`src/rtl/exec_hazard_ctrl.sv`:
```
// Hazard and sequencing controller for the 5-stage pipeline: load-use stall, taken-branch flush, multi-cycle MUL hold.
// Optional performance counters are built only when EXEC_HAZARD_PERF_EN is defined.
module exec_hazard_ctrl #(
    parameter int MUL_CYCLES = 4,
    parameter int REG_W      = 5
) (
    input  logic             clk,
    input  logic             reset,
    input  logic [REG_W-1:0] IdRn,
    input  logic [REG_W-1:0] IdRm,
    input  logic             IdUsesRm,
    input  logic             ExMemRead,
    input  logic [REG_W-1:0] ExRd,
    input  logic             ExMulStart,
    input  logic             ExBrTaken,
    output logic             PCWrite,
    output logic             IfIdWrite,
    output logic             IfIdFlush,
    output logic             IdExBubble,
    output logic             ExHold,
    output logic             MulDone,
    output logic [15:0]      StallCycles,
    output logic [15:0]      FlushCount
);

    typedef enum logic [0:0] {RUN, MUL_BUSY} state_t;

    localparam logic [REG_W-1:0] XZR        = REG_W'(31);
    localparam bit               MUL_MULTI  = (MUL_CYCLES > 1);
    localparam logic [3:0]       MUL_RELOAD = MUL_MULTI ? 4'(MUL_CYCLES - 2) : 4'd0;

    state_t     state, state_next;
    logic [3:0] cnt, cnt_next;
    logic       lu;

    assign lu = ExMemRead && (ExRd != XZR) &&
                ((ExRd == IdRn) || (IdUsesRm && (ExRd == IdRm)));

    // NOTE: every output and next-state value gets a default before the case so no latch is inferred.
    always_comb begin
        PCWrite    = 1'b1;
        IfIdWrite  = 1'b1;
        IfIdFlush  = 1'b0;
        IdExBubble = 1'b0;
        ExHold     = 1'b0;
        MulDone    = 1'b0;
        state_next = state;
        cnt_next   = cnt;
        if (!reset) begin
            case (state)
                RUN: begin
                    if (ExBrTaken) begin
                        IfIdFlush  = 1'b1;
                        IdExBubble = 1'b1;
                    end else if (ExMulStart) begin
                        if (MUL_MULTI) begin
                            ExHold     = 1'b1;
                            PCWrite    = 1'b0;
                            IfIdWrite  = 1'b0;
                            state_next = MUL_BUSY;
                            cnt_next   = MUL_RELOAD;
                        end else begin
                            MulDone = 1'b1;
                        end
                    end else if (lu) begin
                        PCWrite    = 1'b0;
                        IfIdWrite  = 1'b0;
                        IdExBubble = 1'b1;
                    end
                end
                MUL_BUSY: begin
                    // EX contents are frozen, so branch, MUL and load-use inputs are ignored here.
                    if (cnt != 4'd0) begin
                        ExHold    = 1'b1;
                        PCWrite   = 1'b0;
                        IfIdWrite = 1'b0;
                        cnt_next  = cnt - 4'd1;
                    end else begin
                        MulDone    = 1'b1;
                        state_next = RUN;
                    end
                end
                default: state_next = RUN;
            endcase
        end
    end

    // NOTE: sequential state uses non-blocking assignments so all flops update together at the edge.
    always_ff @(posedge clk) begin
        if (reset) begin
            state <= RUN;
            cnt   <= 4'd0;
        end else begin
            state <= state_next;
            cnt   <= cnt_next;
        end
    end

`ifdef EXEC_HAZARD_PERF_EN
    always_ff @(posedge clk) begin
        if (reset) begin
            StallCycles <= 16'd0;
            FlushCount  <= 16'd0;
        end else begin
            if (!PCWrite && (StallCycles != 16'hFFFF))
                StallCycles <= StallCycles + 16'd1;
            if (IfIdFlush && (FlushCount != 16'hFFFF))
                FlushCount <= FlushCount + 16'd1;
        end
    end
`else
    assign StallCycles = 16'd0;
    assign FlushCount  = 16'd0;
`endif

endmodule
```
`config.mk`:
```
export PLATFORM = sky130hd
export DESIGN_NAME = exec_hazard_ctrl
export DESIGN_NICKNAME = d
export VERILOG_FILES = /design/src/rtl/exec_hazard_ctrl.sv
export SDC_FILE = /design/constraint.sdc
export NUM_CORES = 1
export LEC_CHECK = 0
export BUFFER_PORTS_ARGS = -buffer_cell sky130_fd_sc_hd__buf_4
export CORE_ASPECT_RATIO = 1.2
export CORE_MARGIN = 4
export CORE_UTILIZATION = 40
export CTS_CLUSTER_DIAMETER = 80
export DETAILED_ROUTE_END_ITERATION = 6
export PLACE_DENSITY = 0.84
export SLEW_MARGIN = 10
export SYNTH_ARGS = -nofsm -noshare
export SYNTH_HDL_FRONTEND = slang
export SYNTH_SLANG_ARGS = --single-unit
```
`constraint.sdc`:
```
create_clock -name clk -period 3.3 [get_ports clk]
set_input_delay 0.66 -clock clk [delete_from_list [all_inputs] [get_ports clk]]
set_output_delay 0.66 -clock clk [all_outputs]
set_load 0.02 [all_outputs]
```
== Yosys cells after proc, flatten, opt, wreduce, memory -nomap -nowiden ==
Cells that the tools add are included.

* Flip-flop bits (word level): 5
* Input bits: 21
* Output and inout bits: 38
* Logic and storage cells: 41

* Add/sub/neg operators: 1
* Equal/unequal tests: 6
* Muxes and demuxes: 25
* Bitwise operators: 1
* Reductions and logical operators: 6

{| class="wikitable"
|+ Operators with widths
! cell !! count
|-
| two-way mux 1 bit || 18
|-
| two-way mux 4 bit || 3
|-
| equality test 5 bit || 2
|-
| case mux 4 bit (2 select lines) || 1
|-
| case mux 1 bit (2 select lines) || 3
|-
| != test 5 bit (second input constant) || 1
|-
| != test 2 bit (second input constant) || 2
|-
| nonzero test 4 bit || 1
|-
| subtractor 4 x 1 -> 4 bit (second input constant) || 1
|-
| logical AND 1 bit || 3
|-
| AND reduction 3 bit || 1
|-
| != test 2 x 1 -> 1 bit (second input constant) || 1
|-
| logical OR 1 bit || 1
|-
| inverter 1 bit || 1
|}

== Longest topological paths before layout ==
* Word-level depth: 9
* Mapped depth: 6
* Depth with buffers taken out: 6

== Worst setup path before layout ==
OpenSTA, ideal clock, no wires.

* Path type: in2out
* Start point: input port ExRd[3]
* End point: output port PCWrite
* Arrival: 1.833 ns
* Data required time: 2.640 ns
* Slack: 0.807 ns
* Stages on the path: 5
* Buffers on the path: 1
* Cell sequence: xor2_1 -> nor4_2 -> a32oi_1 -> o32a_1 -> buf_4

* Longest elaborated chain between the ends: 9
* Elaborated cells on any way between the ends: 12
* Those cells by class: 3 x eq/ne; 5 x mux; 4 x reduce/logical

{| class="wikitable"
|+ Ends and longest elaborated chain
! what !! line !! source
|-
| from (decl) || 13 || <nowiki>input logic [REG_W-1:0] ExRd,</nowiki>
|-
| equality test 5 bit || 37 || <nowiki>((ExRd == IdRn) || (IdUsesRm && (ExRd == IdRm)));</nowiki>
|-
| logical AND 1 bit || 37 ||
|-
| logical OR 1 bit || 37 ||
|-
| logical AND 1 bit (*) || 36 || <nowiki>assign lu = ExMemRead && (ExRd != XZR) &&</nowiki>
|-
| two-way mux 1 bit (*) (3 in a row) || -- ||
|-
| case mux 1 bit (2 select lines) (*) || -- ||
|-
| two-way mux 1 bit (*) || -- ||
|-
| to (decl) || 16 || <nowiki>output logic PCWrite,</nowiki>
|}

Mark *: on every way between the ends. The rest lies on a longest branch, timed or not.

== Worst setup path after layout ==
* Start point: input port ExRd[3]
* End point: output port PCWrite

* Longest elaborated chain between the ends: 9
* Elaborated cells on any way between the ends: 12
* Those cells by class: 3 x eq/ne; 5 x mux; 4 x reduce/logical

{| class="wikitable"
|+ Ends and longest elaborated chain
! what !! line !! source
|-
| equality test 5 bit || 37 ||
|-
| logical AND 1 bit || 37 ||
|-
| logical OR 1 bit || 37 ||
|-
| logical AND 1 bit (*) || 36 ||
|-
| two-way mux 1 bit (*) || 65 || <nowiki>end else if (lu) begin</nowiki>
|-
| two-way mux 1 bit (*) || 55 || <nowiki>end else if (ExMulStart) begin</nowiki>
|-
| two-way mux 1 bit (*) || 52 || <nowiki>if (ExBrTaken) begin</nowiki>
|-
| case mux 1 bit (2 select lines) (*) || 50 || <nowiki>case (state)</nowiki>
|-
| two-way mux 1 bit (*) || 49 || <nowiki>if (!reset) begin</nowiki>
|}

Marked as above.

==> results.py <==
metrics = {
    "status": {
        "outcome": "finished clean",
    },
    "route": {
        "vias": 575,
        "drc": 0,
        "first_pass_iters": 3,
        "wl_per_cell_um": 11.02,
        "drt-total-wl_mm": 1.444,
        "ant_nets": 0,
        "routed_via_density": 4.389,
        "first_iter_violations": 2,
    },
    "clock_tree": {
        "clock_sinks": 5,
        "insertion_delay_ns": 0.24,
        "root_buffer": "clkbuf_4",
        "ctsHoldBuffers": 0,
        "post_cts_resize_count": 0,
        "cts_tree": "yes",
        "clk_pin_slew_ns": 0.04,
        "cts_made_buffers": 3,
        "cts_setup_buffers": 0,
        "htreeDepth": 1,
        "clock_path_buffers": 2,
    },
    "run": {
        "drv_cap": 0,
    },
    "power_and_ir_drop": {
        "power_density_mw_per_mm2": 328.5,
        "irDropWorstVdd_v": 0.0001691,
        "cellLeakagePower_nw": 0.3915,
    },
    "logic_synthesis": {
        "netlist_area_um2": 675.6,
        "async_flop_share_pct": 0,
        "yosys.cell_types.count": 28,
        "ys_seq_elements": 5,
        "ys_seq_area_share_pct": 14.81,
        "yosysMostFrequentCell": "buf_4",
        "synth_top_area_share_pct": 36.67,
        "syn_area_per_cell_um2": 7.856,
        "synthTopCellsByCount": "buf_4, xor2_1, dfxtp_1",
        "netlist_instances": 86,
        "ys_top_cells_by_area": "buf_4, dfxtp_1, xor2_1",
        "yosysWarnings": 0,
        "synth-edff-count": 0,
        "yosysTopAreaCell": "buf_4",
        "synth-main-ff-cell": "dfxtp_1",
    },
    "setup_path": {
        "setup.worst_path.end_class": "output pin",
        "endpoint": "PCWrite",
        "path_class": "primary input to output pin",
        "cp.arrival_ns": 1.91,
        "critPathRequiredTime_ns": 2.64,
        "crit_fanout": 3,
        "reg2reg_to": "cnt[1]$_SDFFE_PP0P_",
        "rr_worst_depth": 5,
        "setup.worst_path.start": "ExRd[3]",
        "reg2reg_slack_ns": 1.75,
        "r2r-start": "cnt[0]$_SDFFE_PP0P_",
        "start_kind": "primary input",
    },
    "global_route": {
        "grt_pass1_wl_mm": 2.166,
        "grt_start_max_net_pins": 11,
        "track_usage_pct": 12.55,
        "overflow": 0,
        "grt_pass1_vias": 567,
        "antenna_found_initial": 0,
    },
    "layout": {
        "drive_gt1_share_pct": 26.55,
        "multi_input_area_um2": 432.9,
        "fin_nets": 137,
        "n_antenna_cell": 0,
        "final_cells": 131,
        "regArea_um2": 100.1,
        "fill_cells": 169,
        "areaGrowthSynthToFinish_pct": 16.11,
    },
    "sta": {
        "maxSlewHeadroom_pct": 60.29,
        "max_freq_mhz": 388.5,
        "rsz0062_at_grt": "false",
        "report.final.slew_viol_count": 0,
        "worst_slew_pin_slew_ns": 0.5894,
        "fin_tns_setup_ns": 0,
        "fin_skew_ns": 0.0002391,
        "period_minus_slack_ns": 2.574,
        "hold_viol_final": 0,
        "finalCritPeriodShare_pct": 78.01,
        "setup_viol": 0,
        "hold_ws_ns": 0.4962,
    },
    "floorplan": {
        "core_area_mm2": 0.001622,
        "dieArea_mm2": 0.002413,
        "fp.dieW_um": 45.52,
        "dieHeight_um": 53.02,
        "io_pins": 59,
        "fp-row-count": 16,
        "start_util_pct": 41.67,
    },
    "placed_design": {
        "dp_hpwl_mm": 1.308,
        "gp_congestion": 0.7306,
        "numPortBuffers": 26,
        "dp_cells": 127,
    },
    "min_path": {
        "hp-class": "flop to flop",
    },
}
## flip-flops by register name (all words and copies together), names as in the netlist
register and flops:
state 1, cnt 4
## layer usage
metal	GRT usage [%]	vias up	part of all wire (%)
met5	0	-	0
met4	7.317	0	1.2
met3	4.082	2	12
met2	24.65	39	56
met1	10.12	253	30
li1	-	281	-
## cell usage in the layout, fill, tap and decap left out, drive strengths merged, types with 2 or more instances in the layout
cell type | synthesis | final
conb | 1 | 32
buf | 33 | 26
xor2 | 9 | 9
dfxtp | 5 | 5
o21ai | 4 | 4
nand2 | 4 | 4
clkbuf | 1 | 4
nor2 | 3 | 3
a21oi | 3 | 3
inv | 2 | 2
nor2b | 2 | 2
nand3b | 2 | 2
ha | 2 | 2
nor4 | 2 | 2
## worst max-delay path: stages
cell	delay (ns)
buf_4	0.12
xor2_1	0.17
nor4_2	0.26
a32oi_1	0.15
o32a_1	0.39
buf_4	0.17
## where the power goes
part / switching [mW] / internal, mW / leakage [nW]
sequential: 0.00573 / 0.0663 / 0.0411
combinational: 0.0718 / 0.0418 / 0.335
clock: 0.0263 / 0.0458 / 0.0150
## layout make-up
cell class              instances  share of cell area (%)
clock buffers                   4                   3.349
inverters                       2                  0.9569
multi-input cells              76                   55.18
flip-flops and latches          5                   12.76
well taps                      18                   2.871
repair buffers                 26                   24.88
## worst min-delay path by stage
stage                        startpoint                  end  slack, ns  depth (start not counted)
CTS                 cnt[3]$_SDFFE_PP0P_  cnt[3]$_SDFFE_PP0P_       0.50                          2
finish              cnt[3]$_SDFFE_PP0P_  cnt[3]$_SDFFE_PP0P_       0.50                          2
global route        cnt[3]$_SDFFE_PP0P_  cnt[3]$_SDFFE_PP0P_       0.52                          2
global placement    cnt[3]$_SDFFE_PP0P_  cnt[3]$_SDFFE_PP0P_       0.47                          2
floorplan           cnt[3]$_SDFFE_PP0P_  cnt[3]$_SDFFE_PP0P_       0.46                          2
detailed placement  cnt[3]$_SDFFE_PP0P_  cnt[3]$_SDFFE_PP0P_       0.49                          2
## logic make-up (layout without fill, tap and decap cells)
| family | Yosys count | in the layout | share of synthesized area, % |
|---|---|---|---|
| other | 1 | 32 | 0.5550 |
| adder cells (fa/ha/maj) | 2 | 2 | 3.703 |
| flip-flops | 5 | 5 | 14.82 |
| AO/OA/AOI/OAI | 12 | 12 | 11.67 |
| XOR/XNOR | 10 | 10 | 12.96 |
| buffers and inverters | 36 | 32 | 38.33 |
| AND/OR/NAND/NOR | 20 | 20 | 17.96 |
## per-stage QoR
| step | power [mW] | worst slack (ns) | util, % | cell area [um^2] |
|---|---|---|---|---|
| after floorplan | 0.1772 | 0.8066 | - | 792.0 |
| after global placement | 0.1820 | 0.7412 | 46.76 | 758.2 |
| after detailed placement | 0.1860 | 0.7158 | 46.76 | 758.2 |
| after CTS | 0.2595 | 0.7125 | 48.38 | 784.5 |
| after global routing | 0.2756 | 0.6002 | 48.38 | 784.5 |
| final | 0.2577 | 0.7257 | 48.38 | 784.5 |
No activity file was read; power rests on OpenSTA's default activity.
